[config.mk]
export PLATFORM = sky130hd
export DESIGN_NAME = multicycle_control_unit_flat
export DESIGN_NICKNAME = d
export VERILOG_FILES = /design/src/rtl/multicycle_control_unit_pkg.sv /design/src/rtl/multicycle_control_unit_if.sv /design/src/rtl/multicycle_control_unit_decode.sv /design/src/rtl/multicycle_control_unit.sv /design/src/flat_wrapper.sv
export SDC_FILE = /design/constraint.sdc
export NUM_CORES = 1
export LEC_CHECK = 0
export ABC_AREA = 1
export BUFFER_PORTS_ARGS = -buffer_cell sky130_fd_sc_hd__clkbuf_2
export CORE_MARGIN = 2
export CORE_UTILIZATION = 58
export CTS_BUF_LIST = sky130_fd_sc_hd__clkbuf_8
export DETAILED_ROUTE_END_ITERATION = 8
export GPL_TIMING_DRIVEN = 0
export PLACE_DENSITY_LB_ADDON = 0.05
export RECOVER_POWER = 50
export SKIP_LAST_GASP = 1
export SLEW_MARGIN = 5
export SYNTH_ARGS = -nofsm -noshare
export SYNTH_HDL_FRONTEND = slang
export SYNTH_HIERARCHICAL = 1
export SYNTH_SLANG_ARGS = --single-unit
[constraint.sdc]
create_clock -name clk -period 3.66 [get_ports clk]
set_input_delay 0.732 -clock clk [delete_from_list [all_inputs] [get_ports clk]]
set_output_delay 0.732 -clock clk [all_outputs]
set_load 0.005 [all_outputs]
[src/rtl/multicycle_control_unit_pkg.sv]
// Shared definitions for the 16-bit processor control logic.
// Contents:
//   - opcode values (OP_RTYPE..OP_SW); OP_LAST is the highest legal opcode
//   - ALU operation codes driven on alu_op
//   - FSM state encoding of the multi-cycle control unit
//   - one-hot instruction class produced by the opcode decoder
package cpu_pkg;

   localparam int OP_RTYPE = 0;
   localparam int OP_ADDI  = 1;
   localparam int OP_ANDI  = 2;
   localparam int OP_ORI   = 3;
   localparam int OP_NORI  = 4;
   localparam int OP_BEQ   = 5;
   localparam int OP_BNE   = 6;
   localparam int OP_SLTI  = 7;
   localparam int OP_LW    = 8;
   localparam int OP_SW    = 9;
   localparam int OP_LAST  = 9;

   localparam logic [2:0] ALU_ADD = 3'b000;
   localparam logic [2:0] ALU_SUB = 3'b010;
   localparam logic [2:0] ALU_SLT = 3'b100;
   localparam logic [2:0] ALU_NOR = 3'b101;
   localparam logic [2:0] ALU_AND = 3'b110;
   localparam logic [2:0] ALU_OR  = 3'b111;

   typedef enum logic [2:0] {
      S_FETCH  = 3'd0,
      S_DECODE = 3'd1,
      S_EXEC   = 3'd2,
      S_MEM    = 3'd3,
      S_WB     = 3'd4
   } state_t;

   // Exactly one bit set for a legal opcode, all zero for an illegal one.
   typedef struct packed {
      logic rtype;    // register-register ALU
      logic alu_imm;  // addi/andi/ori/nori/slti
      logic branch;   // beq/bne
      logic load;     // lw
      logic store;    // sw
   } inst_class_t;

endpackage

[src/rtl/multicycle_control_unit_if.sv]
// Control/memory bundle of the multi-cycle control unit.
// Memory handshake: the unit holds mem_read (fetch or lw) or mem_write (sw)
// high for as long as the access is outstanding; the memory raises mem_ready
// in the cycle the access completes. A mem_ready seen while stall=1 is not
// taken, so the memory must raise it again after stall drops.
// Modports:
//   slave  - the control unit (inputs opcode/mem_ready/stall, drives the rest)
//   master - the environment (instruction register, datapath, memory)
interface multicycle_control_unit_if #(
   parameter int OPCODE_W = 4,
   parameter int ALUOP_W  = 3,
   parameter int CNT_W    = 16
);
   logic [OPCODE_W-1:0] opcode;
   logic                mem_ready;
   logic                stall;
   logic                mem_read;
   logic                mem_write;
   logic                ir_write;
   logic                pc_write;
   logic                branch;
   logic                branch_ne;
   logic                reg_dest;
   logic                alu_src;
   logic [ALUOP_W-1:0]  alu_op;
   logic                mem_to_reg;
   logic                reg_write;
   logic                illegal_op;
   logic                retire;
   logic [CNT_W-1:0]    retire_cnt;
   logic [2:0]          state;

   modport slave (
      input  opcode, mem_ready, stall,
      output mem_read, mem_write, ir_write, pc_write, branch, branch_ne,
             reg_dest, alu_src, alu_op, mem_to_reg, reg_write, illegal_op,
             retire, retire_cnt, state
   );

   modport master (
      output opcode, mem_ready, stall,
      input  mem_read, mem_write, ir_write, pc_write, branch, branch_ne,
             reg_dest, alu_src, alu_op, mem_to_reg, reg_write, illegal_op,
             retire, retire_cnt, state
   );
endinterface

[src/rtl/multicycle_control_unit_decode.sv]
// mcu_opcode_decode: purely combinational opcode classifier, kept separate
// so a later pipelined control can reuse it.
// Ports:
//   op         in  opcode (registered copy in the multi-cycle unit)
//   cls        out one-hot instruction class (all zero when illegal)
//   is_illegal out opcode above OP_LAST
//   is_bne     out branch sense is "not equal"
//   alu_op     out ALU operation for this opcode
//   alu_src    out ALU operand B is the immediate
module mcu_opcode_decode
   import cpu_pkg::*;
#(
   parameter int OPCODE_W = 4,
   parameter int ALUOP_W  = 3
) (
   input  logic [OPCODE_W-1:0] op,
   output inst_class_t         cls,
   output logic                is_illegal,
   output logic                is_bne,
   output logic [ALUOP_W-1:0]  alu_op,
   output logic                alu_src
);

   always_comb begin
      cls        = '0;
      is_bne     = 1'b0;
      alu_op     = ALUOP_W'(ALU_ADD);
      alu_src    = 1'b0;
      is_illegal = (op > OPCODE_W'(OP_LAST));
      case (op)
         OPCODE_W'(OP_RTYPE): cls.rtype = 1'b1;
         OPCODE_W'(OP_ADDI): begin
            cls.alu_imm = 1'b1;
            alu_src     = 1'b1;
         end
         OPCODE_W'(OP_ANDI): begin
            cls.alu_imm = 1'b1;
            alu_src     = 1'b1;
            alu_op      = ALUOP_W'(ALU_AND);
         end
         OPCODE_W'(OP_ORI): begin
            cls.alu_imm = 1'b1;
            alu_src     = 1'b1;
            alu_op      = ALUOP_W'(ALU_OR);
         end
         OPCODE_W'(OP_NORI): begin
            cls.alu_imm = 1'b1;
            alu_src     = 1'b1;
            alu_op      = ALUOP_W'(ALU_NOR);
         end
         OPCODE_W'(OP_BEQ): begin
            cls.branch = 1'b1;
            alu_op     = ALUOP_W'(ALU_SUB);
         end
         OPCODE_W'(OP_BNE): begin
            cls.branch = 1'b1;
            is_bne     = 1'b1;
            alu_op     = ALUOP_W'(ALU_SUB);
         end
         OPCODE_W'(OP_SLTI): begin
            cls.alu_imm = 1'b1;
            alu_src     = 1'b1;
            alu_op      = ALUOP_W'(ALU_SLT);
         end
         OPCODE_W'(OP_LW): begin
            cls.load = 1'b1;
            alu_src  = 1'b1;
         end
         OPCODE_W'(OP_SW): begin
            cls.store = 1'b1;
            alu_src   = 1'b1;
         end
         default: ;
      endcase
   end

endmodule

[src/rtl/multicycle_control_unit.sv]
// Multi-cycle control unit: Moore FSM stepping each instruction through
// FETCH/DECODE/EXEC/MEM/WB against a shared instruction/data memory port.
// Ports:
//   clk  rising-edge clock
//   rst  synchronous active-high reset
//   bus  control/memory bundle (slave side); see multicycle_control_unit_if
// Outputs decode from state_q/op_q; the exceptions are the FETCH ir/pc write
// qualification and the sw retire in MEM, both of which follow mem_ready.
// stall freezes all state and suppresses every write-type output; rst
// overrides stall and blanks all outputs during the reset cycle.
module multicycle_control_unit
   import cpu_pkg::*;
#(
   parameter int OPCODE_W = 4,
   parameter int ALUOP_W  = 3,
   parameter int CNT_W    = 16
) (
   input logic                     clk,
   input logic                     rst,
   multicycle_control_unit_if.slave bus
);

   state_t              state_q, state_d;
   logic [OPCODE_W-1:0] op_q;
   logic [CNT_W-1:0]    cnt_q;

   inst_class_t         cls;
   logic                dec_illegal;
   logic                dec_bne;
   logic [ALUOP_W-1:0]  dec_alu_op;
   logic                dec_alu_src;

   logic                mem_read, mem_write, ir_write, pc_write;
   logic                branch, branch_ne, reg_dest, alu_src;
   logic [ALUOP_W-1:0]  alu_op;
   logic                mem_to_reg, reg_write, illegal_op, retire;

   mcu_opcode_decode #(
      .OPCODE_W (OPCODE_W),
      .ALUOP_W  (ALUOP_W)
   ) u_decode (
      .op         (op_q),
      .cls        (cls),
      .is_illegal (dec_illegal),
      .is_bne     (dec_bne),
      .alu_op     (dec_alu_op),
      .alu_src    (dec_alu_src)
   );

   always_comb begin
      state_d    = state_q;
      mem_read   = 1'b0;
      mem_write  = 1'b0;
      ir_write   = 1'b0;
      pc_write   = 1'b0;
      branch     = 1'b0;
      branch_ne  = 1'b0;
      reg_dest   = 1'b0;
      alu_src    = 1'b0;
      alu_op     = '0;
      mem_to_reg = 1'b0;
      reg_write  = 1'b0;
      illegal_op = 1'b0;
      retire     = 1'b0;

      case (state_q)
         S_FETCH: begin
            mem_read = 1'b1;
            if (bus.mem_ready) begin
               ir_write = 1'b1;
               pc_write = 1'b1;
               state_d  = S_DECODE;
            end
         end
         S_DECODE: begin
            if (dec_illegal) begin
               illegal_op = 1'b1;
               state_d    = S_FETCH;
            end else begin
               state_d = S_EXEC;
            end
         end
         S_EXEC: begin
            alu_op   = dec_alu_op;
            alu_src  = dec_alu_src;
            reg_dest = cls.rtype;
            if (cls.branch) begin
               branch    = 1'b1;
               branch_ne = dec_bne;
               retire    = 1'b1;
               state_d   = S_FETCH;
            end else if (cls.load || cls.store) begin
               state_d = S_MEM;
            end else if (cls.rtype || cls.alu_imm) begin
               state_d = S_WB;
            end else begin
               state_d = S_FETCH;
            end
         end
         S_MEM: begin
            alu_op    = dec_alu_op;
            alu_src   = dec_alu_src;
            mem_read  = cls.load;
            mem_write = cls.store;
            if (bus.mem_ready) begin
               if (cls.store) begin
                  retire  = 1'b1;
                  state_d = S_FETCH;
               end else begin
                  state_d = S_WB;
               end
            end
         end
         S_WB: begin
            alu_op     = dec_alu_op;
            alu_src    = dec_alu_src;
            reg_write  = 1'b1;
            mem_to_reg = cls.load;
            reg_dest   = cls.rtype;
            retire     = 1'b1;
            state_d    = S_FETCH;
         end
         default: state_d = S_FETCH;
      endcase

      // Stall freezes the FSM and suppresses anything that commits state.
      if (bus.stall) begin
         state_d    = state_q;
         pc_write   = 1'b0;
         ir_write   = 1'b0;
         reg_write  = 1'b0;
         mem_write  = 1'b0;
         retire     = 1'b0;
         illegal_op = 1'b0;
      end

      // Reset cycle: nothing may start or complete.
      if (rst) begin
         state_d    = S_FETCH;
         mem_read   = 1'b0;
         mem_write  = 1'b0;
         ir_write   = 1'b0;
         pc_write   = 1'b0;
         branch     = 1'b0;
         branch_ne  = 1'b0;
         reg_dest   = 1'b0;
         alu_src    = 1'b0;
         alu_op     = '0;
         mem_to_reg = 1'b0;
         reg_write  = 1'b0;
         illegal_op = 1'b0;
         retire     = 1'b0;
      end
   end

   always_ff @(posedge clk) begin
      if (rst) begin
         state_q <= S_FETCH;
         op_q    <= '0;
         cnt_q   <= '0;
      end else begin
         state_q <= state_d;
         if (ir_write) op_q <= bus.opcode;
         if (retire)   cnt_q <= cnt_q + CNT_W'(1);
      end
   end

   assign bus.mem_read   = mem_read;
   assign bus.mem_write  = mem_write;
   assign bus.ir_write   = ir_write;
   assign bus.pc_write   = pc_write;
   assign bus.branch     = branch;
   assign bus.branch_ne  = branch_ne;
   assign bus.reg_dest   = reg_dest;
   assign bus.alu_src    = alu_src;
   assign bus.alu_op     = alu_op;
   assign bus.mem_to_reg = mem_to_reg;
   assign bus.reg_write  = reg_write;
   assign bus.illegal_op = illegal_op;
   assign bus.retire     = retire;
   assign bus.retire_cnt = cnt_q;
   assign bus.state      = state_q;

endmodule

[src/flat_wrapper.sv]
// flat-port wrapper written by rule: the top's interface ports become plain ports
module multicycle_control_unit_flat import cpu_pkg::*;
#(
   parameter int OPCODE_W = 4,
   parameter int ALUOP_W  = 3,
   parameter int CNT_W    = 16
)
  (clk, rst, bus_opcode, bus_mem_ready, bus_stall, bus_mem_read, bus_mem_write, bus_ir_write, bus_pc_write, bus_branch, bus_branch_ne, bus_reg_dest, bus_alu_src, bus_alu_op, bus_mem_to_reg, bus_reg_write, bus_illegal_op, bus_retire, bus_retire_cnt, bus_state);
  multicycle_control_unit_if #(.OPCODE_W(OPCODE_W), .ALUOP_W(ALUOP_W), .CNT_W(CNT_W)) bus_i ();
  input logic clk;
  input logic rst;
  input wire logic [$bits(bus_i.opcode)-1:0] bus_opcode;
  input wire logic [$bits(bus_i.mem_ready)-1:0] bus_mem_ready;
  input wire logic [$bits(bus_i.stall)-1:0] bus_stall;
  output wire logic [$bits(bus_i.mem_read)-1:0] bus_mem_read;
  output wire logic [$bits(bus_i.mem_write)-1:0] bus_mem_write;
  output wire logic [$bits(bus_i.ir_write)-1:0] bus_ir_write;
  output wire logic [$bits(bus_i.pc_write)-1:0] bus_pc_write;
  output wire logic [$bits(bus_i.branch)-1:0] bus_branch;
  output wire logic [$bits(bus_i.branch_ne)-1:0] bus_branch_ne;
  output wire logic [$bits(bus_i.reg_dest)-1:0] bus_reg_dest;
  output wire logic [$bits(bus_i.alu_src)-1:0] bus_alu_src;
  output wire logic [$bits(bus_i.alu_op)-1:0] bus_alu_op;
  output wire logic [$bits(bus_i.mem_to_reg)-1:0] bus_mem_to_reg;
  output wire logic [$bits(bus_i.reg_write)-1:0] bus_reg_write;
  output wire logic [$bits(bus_i.illegal_op)-1:0] bus_illegal_op;
  output wire logic [$bits(bus_i.retire)-1:0] bus_retire;
  output wire logic [$bits(bus_i.retire_cnt)-1:0] bus_retire_cnt;
  output wire logic [$bits(bus_i.state)-1:0] bus_state;
  assign bus_i.opcode = bus_opcode;
  assign bus_i.mem_ready = bus_mem_ready;
  assign bus_i.stall = bus_stall;
  assign bus_mem_read = bus_i.mem_read;
  assign bus_mem_write = bus_i.mem_write;
  assign bus_ir_write = bus_i.ir_write;
  assign bus_pc_write = bus_i.pc_write;
  assign bus_branch = bus_i.branch;
  assign bus_branch_ne = bus_i.branch_ne;
  assign bus_reg_dest = bus_i.reg_dest;
  assign bus_alu_src = bus_i.alu_src;
  assign bus_alu_op = bus_i.alu_op;
  assign bus_mem_to_reg = bus_i.mem_to_reg;
  assign bus_reg_write = bus_i.reg_write;
  assign bus_illegal_op = bus_i.illegal_op;
  assign bus_retire = bus_i.retire;
  assign bus_retire_cnt = bus_i.retire_cnt;
  assign bus_state = bus_i.state;
  multicycle_control_unit #(.OPCODE_W(OPCODE_W), .ALUOP_W(ALUOP_W), .CNT_W(CNT_W)) u_core (.clk(clk), .rst(rst), .bus(bus_i));
endmodule
==> results.md <==
- Element type at the critical path start: register
- Adder-cell share of the synthesized area: 0.803%
- Remaining global-route overflow: 0
- DRT Pass-1 Iters: 4
- Initial drt markers: 100
- Post-DRT Antenna Nets: 0
- Worst Path Arrival: about 2200 ps
- Max VDD drop: a little under 400 µV
- CP Capture Type: output port
- Synthesized area: between 0.0015 and 0.002 mm²
- Ys Warns: 6
- HPWL Detailed: between 2000 and 3000 µm
- RSZ-0062 raised after global routing: no
- Worst R2R Start: u_core/op_q[3]$_SDFFE_PP0P_
- Total Power: 483 µW
- Routed wire per std cell: approximately 11 µm
- Setup Fix Bufs, Post-CTS: 0
- Reg2reg setup slack: 1650 ps
- Main combinational cell family by area after synthesis: simple AND/OR/NAND/NOR gates
- Final Cell Area: around 0.0018 mm²
- Period minus WS final: 2890 ps
- Area grow syn2layout: 16.9%
- Placed Instances: ~340
- Ant. Diodes: 0
- Die width: about 56 µm
- Final TNS setup: 0 ps
- Post-CTS sizing: 0
- RR Endpoint: u_core/bus.retire_cnt[13]$_SDFFE_PP0P_
- Clk_skew: around 3.5 ps
- # fillers: ~250
- Worst Setup EP: bus_retire
- Clock Pin Slew Worst Setup and Hold Paths: approximately 80 ps
- Htree depth: 1
- Multiplexer share of the synthesized area: 0%
- Status: finished clean
- Rows: 18
- Placement Setup Slack: around 980 ps
- Die ar.: between 0.003 and 0.004 mm²
- Skew-Pair Late Insertion Delay: between 200 and 300 ps
- EDFF count, synth: 0
- Placer Congestion: around 0.88
- Routed WL: 3660 µm
- Synth async-reset ratio: 0%
- Most frequent cell after synthesis: nand2_1
- # nets final: 319
- Commonest cells in the netlist: 93 x nand2_1, 43 x nor2_1, 29 x inv_1, 23 x dfxtp_1
- Core area: 0.00252 mm²
- Relative slew slack: between 60% and 70%
- Post-synthesis cell count: 265
- Post-synthesis xor/xnor area fraction: under 10%
- Via-per-instance ratio: 5.05
- Period utilisation layout: between 70% and 80%
- Layout Cells excl Fill: 339
- Worst Hold Class: reg2reg
- Critical path startpoint: u_core/op_q[3]$_SDFFE_PP0P_
- FF-to-FF path depth: 10
- Initial Utilization: between 60% and 70%
- Max Buffers Root-to-Sink: 2
- # Max-Cap Violations: 0
- Mean Syn Cell Area: between 5 and 6 µm²
- Simple-Gate Fraction of Synth Area: between 40% and 50%
- Complex-gate fraction of the synthesized area: a little over a tenth
- Slew Viols, Final: 0
- Syn Nets: 274
- Ports: 42
- Final setup fails: 0
- Synth Flop Type: dfxtp_1
- Worst slew pin tran: just under 600 ps
- Area leader, netlist: dfxtp_1
- CTS Buf Count: 3
- GRT Util Overall: 23.1%
- Fmax: ~350 MHz
- CTS tree: yes
- FF+latch count, synth: 23
- Drt drc: 0
- Largest net degree at the start of global routing: 14
- DR vias: 1,712
- Initial antenna violation count: 0
- Hold-fix buffers, CTS: 0
- Synth top area cells: dfxtp_1 30%, nand2_1 22%, nor2_1 10%
- Die Ht: 55.8 µm
- Leak: about 0.80 nW
- Layout cells sized above 1: between 10% and 20%
- Clk root buf: clkbuf_8
- Worst Path Required: 2930 ps
- Vias in the first global route: around 1,400
- Final setup margin: 772 ps
- Maximum fanout along the worst path: 10
- First-pass GRT wire length: 5950 µm
- Yosys top cell area share: between 20 and 30%
- Dpl cell area: roughly 0.0018 mm²
- PwrDens: about 270 mW/mm²
- CTS sink count: 23
- Post-synth cell types: 27
- Sequential share of the synthesized area: between 20% and 30%
- Critical path class: reg2out
- IO buf count: 40
- Final hold violation count: 0
-- worst max-delay path, stage by stage (launching register included) --
cell and delay [ps]:
dfxtp_1 490, nand2_1 110, nor2_1 250, nand2_1 80, inv_1 60, nand2_1 50, nand3_1 160, nand2_1 280
nor2_8 260, clkbuf_2 150
-- placed cells by master, fill, tap and decap left out, drive strengths merged, types with 5 or more instances in the layout --
master | synthesis | final
nor2 | 48 | 48
a21oi | 14 | 14
dfxtp | 23 | 23
clkbuf | 1 | 44
nand4 | 5 | 5
o21ai | 15 | 15
nand3 | 13 | 13
nand2 | 95 | 95
inv | 34 | 34
-- metal layers --
metal | GRT usage [%] | part of all wire, %
met1 | 34.4 | 50
met2 | 34.2 | 43
met3 | 4.65 | 6.6
met4 | 5.78 | 0.57
met5 | 0 | 0
-- through the flow --
step | hold WS (ps) | util [%]
global placement | 484 | 71.2
detailed placement | 488 | 71.2
finish | 495 | 72.2
CTS | 499 | 73.0
floorplan | 476 | -
global route | 548 | 72.2
-- worst min-delay path by stage --
stage / startpoint / to / slack (ps) / depth (start not counted)
finish: u_core/bus.retire_cnt[15]$_SDFFE_PP0P_ / u_core/bus.retire_cnt[15]$_SDFFE_PP0P_ / 490 / 2
global route: u_core/bus.retire_cnt[14]$_SDFFE_PP0P_ / u_core/bus.retire_cnt[14]$_SDFFE_PP0P_ / 550 / 2
CTS: u_core/bus.retire_cnt[15]$_SDFFE_PP0P_ / u_core/bus.retire_cnt[15]$_SDFFE_PP0P_ / 500 / 2
detailed placement: u_core/bus.retire_cnt[15]$_SDFFE_PP0P_ / u_core/bus.retire_cnt[15]$_SDFFE_PP0P_ / 490 / 2
global placement: u_core/bus.retire_cnt[15]$_SDFFE_PP0P_ / u_core/bus.retire_cnt[15]$_SDFFE_PP0P_ / 480 / 2
floorplan: u_core/bus.retire_cnt[5]$_SDFFE_PP0P_ / u_core/bus.retire_cnt[5]$_SDFFE_PP0P_ / 480 / 2
-- sequential cells by signal, summed over array words and instances (netlist names) --
register,count
u_core/bus.retire_cnt,16
u_core/bus.state,3
u_core/op_q,4
-- logic make-up after synthesis --
| group | after synthesis |
|---|---|
| compound gates | 32 |
| buf+inv | 38 |
| simple gates | 166 |
| flops | 23 |
| xor+xnor | 5 |
| fa+ha+maj | 1 |
-- cell type report --
type                            instances  area (µm²)  area share, %
Tap cell                               30        37.5           2.06
Sequential cell                        23         460           25.3
Clock inverter                          1        5.00          0.275
Inverter                               34         128           7.01
Clock buffer                            3        41.3           2.27
Timing Repair Buffer                   40         195           10.7
Buffer                                  4        20.0           1.10
Multi-Input combinational cell        204         933           51.3
-- power by group --
group          internal (mW)  switching, mW  leakage, nW  total [mW]
Combinational         0.0218         0.0413        0.592      0.0631
Sequential             0.255        0.00796        0.186       0.263
Clock                 0.0760         0.0815       0.0255       0.157
Total                  0.352          0.131        0.803       0.483
Power figures use the tool's default switching activity.
